File: src/rtl/computer_mc.sv
// computer_mc: multi-cycle A/B accumulator computer with req/ack instruction
// and data memory ports, a run gate, HLT and illegal-opcode detection.
//
// Handshake: a request (imem_req / dmem_req) is held high with its address
// and write fields stable until the cycle in which the matching ack is
// sampled high at a rising edge; that edge completes the transfer. An ack
// seen while the request is low is ignored.
module computer_mc #(
  parameter int DATA_W = 8,
  parameter int PC_W   = 8,
  parameter int OP_W   = 7
) (
  input  logic                   clk,
  input  logic                   rst_n,
  input  logic                   run,
  output logic                   imem_req,
  output logic [PC_W-1:0]        imem_addr,
  input  logic                   imem_ack,
  input  logic [OP_W+DATA_W-1:0] imem_data,
  output logic                   dmem_req,
  output logic                   dmem_we,
  output logic [DATA_W-1:0]      dmem_addr,
  output logic [DATA_W-1:0]      dmem_wdata,
  input  logic                   dmem_ack,
  input  logic [DATA_W-1:0]      dmem_rdata,
  output logic [DATA_W-1:0]      reg_a,
  output logic [DATA_W-1:0]      reg_b,
  output logic [PC_W-1:0]        pc_out,
  output logic [DATA_W-1:0]      alu_out,
  output logic [3:0]             flags,
  output logic                   halted,
  output logic                   illegal
);

  localparam int MSB = DATA_W - 1;

  localparam logic [OP_W-1:0] OP_NOP  = OP_W'(8'h00);
  localparam logic [OP_W-1:0] OP_LDA  = OP_W'(8'h01);
  localparam logic [OP_W-1:0] OP_LDB  = OP_W'(8'h02);
  localparam logic [OP_W-1:0] OP_MAB  = OP_W'(8'h03);
  localparam logic [OP_W-1:0] OP_MBA  = OP_W'(8'h04);
  localparam logic [OP_W-1:0] OP_ADD  = OP_W'(8'h05);
  localparam logic [OP_W-1:0] OP_SUB  = OP_W'(8'h06);
  localparam logic [OP_W-1:0] OP_AND  = OP_W'(8'h07);
  localparam logic [OP_W-1:0] OP_OR   = OP_W'(8'h08);
  localparam logic [OP_W-1:0] OP_XOR  = OP_W'(8'h09);
  localparam logic [OP_W-1:0] OP_ADDK = OP_W'(8'h0A);
  localparam logic [OP_W-1:0] OP_SUBK = OP_W'(8'h0B);
  localparam logic [OP_W-1:0] OP_LDK  = OP_W'(8'h0C);
  localparam logic [OP_W-1:0] OP_STK  = OP_W'(8'h0D);
  localparam logic [OP_W-1:0] OP_LDI  = OP_W'(8'h0E);
  localparam logic [OP_W-1:0] OP_STI  = OP_W'(8'h0F);
  localparam logic [OP_W-1:0] OP_CMP  = OP_W'(8'h10);
  localparam logic [OP_W-1:0] OP_JMP  = OP_W'(8'h11);
  localparam logic [OP_W-1:0] OP_JEQ  = OP_W'(8'h12);
  localparam logic [OP_W-1:0] OP_JNE  = OP_W'(8'h13);
  localparam logic [OP_W-1:0] OP_JLT  = OP_W'(8'h14);
  localparam logic [OP_W-1:0] OP_JCS  = OP_W'(8'h15);
  localparam logic [OP_W-1:0] OP_HLT  = OP_W'(8'h7F);

  typedef enum logic [1:0] {S_FETCH, S_EXEC, S_MEM, S_HALT} state_t;

  state_t                   state_q, state_d;
  logic [PC_W-1:0]          pc_q, pc_d;
  logic [DATA_W-1:0]        a_q, a_d, b_q, b_d;
  logic [OP_W+DATA_W-1:0]   ir_q, ir_d;
  logic [3:0]               flags_q, flags_d;
  logic                     pend_q, pend_d;

  logic [OP_W-1:0]          op;
  logic [DATA_W-1:0]        k;
  logic [DATA_W-1:0]        opnd;
  logic [DATA_W:0]          sum_w, dif_w;
  logic                     alu_c, alu_v, alu_fl;
  logic [3:0]               alu_flags;
  logic [PC_W-1:0]          pc_inc, jmp_tgt;
  logic                     is_store;

  assign op        = ir_q[OP_W+DATA_W-1:DATA_W];
  assign k         = ir_q[DATA_W-1:0];
  assign pc_inc    = pc_q + PC_W'(1);
  assign jmp_tgt   = PC_W'(k);
  assign is_store  = (op == OP_STK) || (op == OP_STI);
  assign alu_flags = {alu_out == '0, alu_out[MSB], alu_c, alu_v};

  // A pending fetch keeps its request up even if run falls; reset drops it at once.
  assign imem_req   = rst_n && (state_q == S_FETCH) && (run || pend_q);
  assign imem_addr  = pc_q;
  assign dmem_req   = (state_q == S_MEM);
  assign dmem_we    = dmem_req && is_store;
  assign dmem_addr  = ((op == OP_LDI) || (op == OP_STI)) ? b_q : k;
  assign dmem_wdata = a_q;
  assign reg_a      = a_q;
  assign reg_b      = b_q;
  assign pc_out     = pc_q;
  assign flags      = flags_q;
  assign halted     = (state_q == S_HALT);

  // ALU: result and candidate flags for the instruction held in IR.
  always_comb begin
    opnd    = ((op == OP_ADDK) || (op == OP_SUBK)) ? k : b_q;
    sum_w   = {1'b0, a_q} + {1'b0, opnd};
    dif_w   = {1'b0, a_q} - {1'b0, opnd};
    alu_out = '0;
    alu_c   = 1'b0;
    alu_v   = 1'b0;
    alu_fl  = 1'b0;
    case (op)
      OP_ADD, OP_ADDK: begin
        alu_out = sum_w[MSB:0];
        alu_c   = sum_w[DATA_W];
        alu_v   = (a_q[MSB] == opnd[MSB]) && (sum_w[MSB] != a_q[MSB]);
        alu_fl  = 1'b1;
      end
      OP_SUB, OP_SUBK, OP_CMP: begin
        alu_out = dif_w[MSB:0];
        alu_c   = dif_w[DATA_W];  // borrow: A < operand
        alu_v   = (a_q[MSB] != opnd[MSB]) && (dif_w[MSB] != a_q[MSB]);
        alu_fl  = 1'b1;
      end
      OP_AND: begin alu_out = a_q & b_q; alu_fl = 1'b1; end
      OP_OR:  begin alu_out = a_q | b_q; alu_fl = 1'b1; end
      OP_XOR: begin alu_out = a_q ^ b_q; alu_fl = 1'b1; end
      OP_LDA, OP_LDB: alu_out = k;
      OP_MAB: alu_out = b_q;
      OP_MBA: alu_out = a_q;
      default: ;
    endcase
  end

  // Next-state, register writeback and the illegal pulse.
  always_comb begin
    state_d = state_q;
    pc_d    = pc_q;
    a_d     = a_q;
    b_d     = b_q;
    ir_d    = ir_q;
    flags_d = flags_q;
    pend_d  = pend_q;
    illegal = 1'b0;
    case (state_q)
      S_FETCH: begin
        if (imem_req) begin
          if (imem_ack) begin
            ir_d    = imem_data;
            pend_d  = 1'b0;
            state_d = S_EXEC;
          end else begin
            pend_d = 1'b1;
          end
        end
      end
      S_EXEC: begin
        pc_d    = pc_inc;
        state_d = S_FETCH;
        if (alu_fl) flags_d = alu_flags;
        case (op)
          OP_NOP, OP_CMP: ;
          OP_LDA, OP_MAB, OP_ADD, OP_SUB, OP_AND, OP_OR, OP_XOR,
          OP_ADDK, OP_SUBK: a_d = alu_out;
          OP_LDB, OP_MBA: b_d = alu_out;
          OP_LDK, OP_STK, OP_LDI, OP_STI: begin
            pc_d    = pc_q;
            state_d = S_MEM;
          end
          OP_JMP: pc_d = jmp_tgt;
          OP_JEQ: if (flags_q[3])  pc_d = jmp_tgt;
          OP_JNE: if (!flags_q[3]) pc_d = jmp_tgt;
          OP_JLT: if (flags_q[2])  pc_d = jmp_tgt;
          OP_JCS: if (flags_q[1])  pc_d = jmp_tgt;
          OP_HLT: begin
            pc_d    = pc_q;
            state_d = S_HALT;
          end
          default: illegal = 1'b1;
        endcase
      end
      S_MEM: begin
        if (dmem_ack) begin
          if (!is_store) a_d = dmem_rdata;
          pc_d    = pc_inc;
          state_d = S_FETCH;
        end
      end
      S_HALT: ;
      default: state_d = S_FETCH;
    endcase
  end

  // State and architectural registers.
  always_ff @(posedge clk or negedge rst_n) begin
    if (!rst_n) begin
      state_q <= S_FETCH;
      pc_q    <= '0;
      a_q     <= '0;
      b_q     <= '0;
      ir_q    <= '0;
      flags_q <= '0;
      pend_q  <= 1'b0;
    end else begin
      state_q <= state_d;
      pc_q    <= pc_d;
      a_q     <= a_d;
      b_q     <= b_d;
      ir_q    <= ir_d;
      flags_q <= flags_d;
      pend_q  <= pend_d;
    end
  end

endmodule
File: config.mk
export PLATFORM = sky130hd
export DESIGN_NAME = computer_mc
export DESIGN_NICKNAME = d
export VERILOG_FILES = /design/src/rtl/computer_mc.sv
export SDC_FILE = /design/constraint.sdc
export NUM_CORES = 1
export LEC_CHECK = 0
export CORE_MARGIN = 3
export CORE_UTILIZATION = 35
export CTS_CLUSTER_SIZE = 28
export DETAILED_ROUTE_END_ITERATION = 10
export GPL_ROUTABILITY_DRIVEN = 0
export PLACE_DENSITY = 0.56
export REMOVE_ABC_BUFFERS = 1
export SYNTH_ARGS = -nofsm -noshare
export SYNTH_HDL_FRONTEND = slang
export SYNTH_SLANG_ARGS = --single-unit
File: constraint.sdc
create_clock -name clk -period 5.8 [get_ports clk]
set_input_delay 1.74 -clock clk [delete_from_list [all_inputs] [get_ports clk]]
set_output_delay 1.74 -clock clk [all_outputs]
set_load 0.01 [all_outputs]
==> metrics.md <==
| Metric | Value |
|---|---|
| CTS tree | `built` |
| Pre-antenna DRT Iters | `5` |
| CP max FO | `7` |
| Pleak | `2.24 nW` |
| Clock sinks | `46` |
| Area Overhead vs Synth | `26.4%` |
| CTS Buffer Depth | `2` |
| Clock-pin slew on the worst setup and hold paths | `approximately 0.060 ns` |
| FMAX | `approximately 180 MHz` |
| Cts repair resizes | `0` |
| ANT cells | `0` |
| Initial DRC count | `349` |
| Reg2reg path depth | `12` |
| Placement row count | `39` |
| Commonest cells after routing, fill and taps aside | `91 x clkdlybuf4s50_1, 46 x dfrtp_1, 40 x ha_1` |
| Final setup TNS | `0 ns` |
| IR drop worst, VDD | `0.000234 V` |
| CP required | `between 4 and 5 ns` |
| Post-synth EDFFs | `0` |
| Via density | `between 5 and 6` |
| Drt total wl | `around 14,000 um` |
| Met2 Wirelength | `6130 um` |
| FF+latch area | `approximately 1200 um^2` |
| FF+latch count, synth | `46` |
| Clk root buf | `clkbuf_16` |
| Std-Cell Core Area | `11,700 um^2` |
| First-pass GRT wire length | `21,100 um` |
| DIE HEIGHT | `117 um` |
| Vias in the first global route | `3,861` |
| # setup viols final | `0` |
| Final core utilization | `between 40 and 50%` |
| Synth top area share | `between 20% and 30%` |
| Synth top area cells | `dfrtp_1 27%, ha_1 12%, mux2_2 9.2%` |
| Pins over their slew limit | `0` |
| Register area share after synthesis | `between 20% and 30%` |
| Synth async-reset ratio | `100%` |
| Multi-input gate area | `2780 um^2` |
| Slew margin rel. | `roughly 34%` |
| Clk_lat worst skew | `0.30 ns` |
| Syn Area/Cell | `8.65 um^2` |
| Synth Cell Area | `4300 um^2` |
| IO Port Bufs | `92` |
| Post-Syn Instances | `between 400 and 500` |
| Tot GR Track Use | `approximately a fifth` |
| Layout Skew | `0.00446 ns` |
| H-tree depth | `2` |
| Die Wd | `117 um` |
| Worst-margin pin slew | `0.985 ns` |
| Vias | `around 4,100` |
| Cell taking the most area after synthesis | `dfrtp_1` |
| DRT antenna net count | `0` |
| Minimum clock period | `~5.6 ns` |
| Hold Path Class | `flip-flop to flip-flop` |
| Drc violations | `0` |
| Power per cell area | `568 nW/um^2` |
| Total chip power | `0.00309 W` |
| Top routing layer used | `met4` |
| Global route total overflow | `0` |
| Hold Crit Depth | `1` |
| I/O pins | `93` |
| TritonCTS Buffers | `5` |
| Main synth FF type | `dfrtp_1` |
| Critical Path Sink Type | `output port` |
| Initial Utilization | `36.7%` |
| Setup Fix Bufs, Post-CTS | `0` |
| Total die area | `13,600 um^2` |
| Largest net degree at the start of global routing | `47` |
| Crit path kind | `flip-flop to output port` |
| Met3 routed WL | `around 830 um` |
| Hold buffer count at cts | `0` |
| Dpl hpwl | `10,300 um` |
| Startpoint types | `flip-flop` |
| Layout cells sized above 1 | `13.3%` |
| RSZ-0062 raised after global routing | `no` |
| Final period util | `97.0%` |
| Worst EP arrival | `3.88 ns` |
| Fill cell count | `roughly 1,200` |
| Metal-1 WL | `between 6000 and 7000 um` |
| Final Hold Fails | `0` |
| Commonest non-fill, non-tap cell in the layout | `clkdlybuf4s50_1` |
| Post-DR wirelength/cell | `between 15 and 20 um` |
| Status | `finished clean` |
| Syn. warnings | `0` |
| Final net count | `about 640` |
| Max-Cap Viols | `0` |
| Synth cell types | `71` |
| Initial antenna violation count | `0` |
[flip-flops by register name, summed over array words and instances, names as in the netlist]
register and count:
flags 4, pend_q 1, state_q 2, ir_q 15
dmem_wdata 8, imem_addr 8, reg_b 8
[final timing paths]
path / to / startpoint / slack (ns)
max in group asynchronous: reg_b[2] / rst_n / 3.73
worst max register to register: flags[3] / ir_q[13] / 2.01
worst min register to register: pend_q / pend_q / 0.50
min in group asynchronous: imem_addr[5] / rst_n / 1.64
worst min-delay path: pend_q / pend_q / 0.50
worst max-delay path: alu_out[6] / ir_q[13] / 0.18
[cell type report]
cell class	instances	share of cell area (%)
Multi-Input combinational cell	370	51.2
Sequential cell	46	21.2
Timing Repair Buffer	107	18.9
Tap cell	143	3.29
Inverter	39	2.69
Clock buffer	7	2.63
Clock inverter	1	0.0921
[where the power goes]
part	internal, W	total, W	switching (W)
Combinational	0.000997	0.00209	0.00109
Sequential	0.000461	0.000702	0.000241
Clock	0.000171	0.000299	0.000128
[through the flow]
step                      setup WS [ns]  cells  area, um^2  hold slack, ns
after floorplan                   0.313    455        4050           0.465
after global placement            0.498    705        5260           0.474
after detailed placement          0.417    705        5260           0.489
after CTS                        0.0718    713        5410           0.503
after global routing            0.00387    713        5430           0.513
final                             0.176    713        5430           0.496
[kinds of logic after synthesis]
kind of cell / synth area share, %
xor+xnor: 1.22
fa+ha+maj: 12.6
compound gates: 23.6
mux: 10.9
simple gates: 15.7
flops: 26.8
buf+inv: 9.11
[Yosys cell counts (3+ instances only)]
cell and instances:
mux2_2 35, or2_2 4, nand2b_1 9, buf_4 18, o211ai_1 6, a31oi_1 7
nor2b_1 5, nand3b_1 3, nor3_1 9, o22a_1 6, clkbuf_1 14, o21bai_1 3
nor2_1 30, mux2i_1 5, or3_1 3, and2_1 3, buf_2 3, ha_1 40
a22oi_1 7, o221ai_1 5, nand3_1 12, a211oi_1 6, or4_1 3, a21oi_1 38
a22o_1 3, o22ai_1 7, a221oi_1 4, buf_1 4, nand2_1 35, and3_1 6
o21ai_0 27, dfrtp_1 46, inv_1 39, xnor2_1 4
[routing by layer]
layer / GRT usage [%] / up-vias
li1: - / 1939
met1: 28.9 / 1978
met2: 30.6 / 147
met3: 3.19 / 27
met4: 7.57 / 0
met5: 0 / -
[critical path, cell delays in order, from the launching register on]
cell and delay, ns:
dfrtp_1 0.43, nor3_1 0.26, nand3_1 0.20, buf_4 0.22
mux2_2 0.31, fa_1 0.45, o21bai_1 0.17, a21oi_1 0.13
o31a_1 0.29, a221o_1 0.37, a21oi_2 0.22, inv_1 0.06
clkdlybuf4s50_1 0.47
Power figures use the tool's default switching activity.
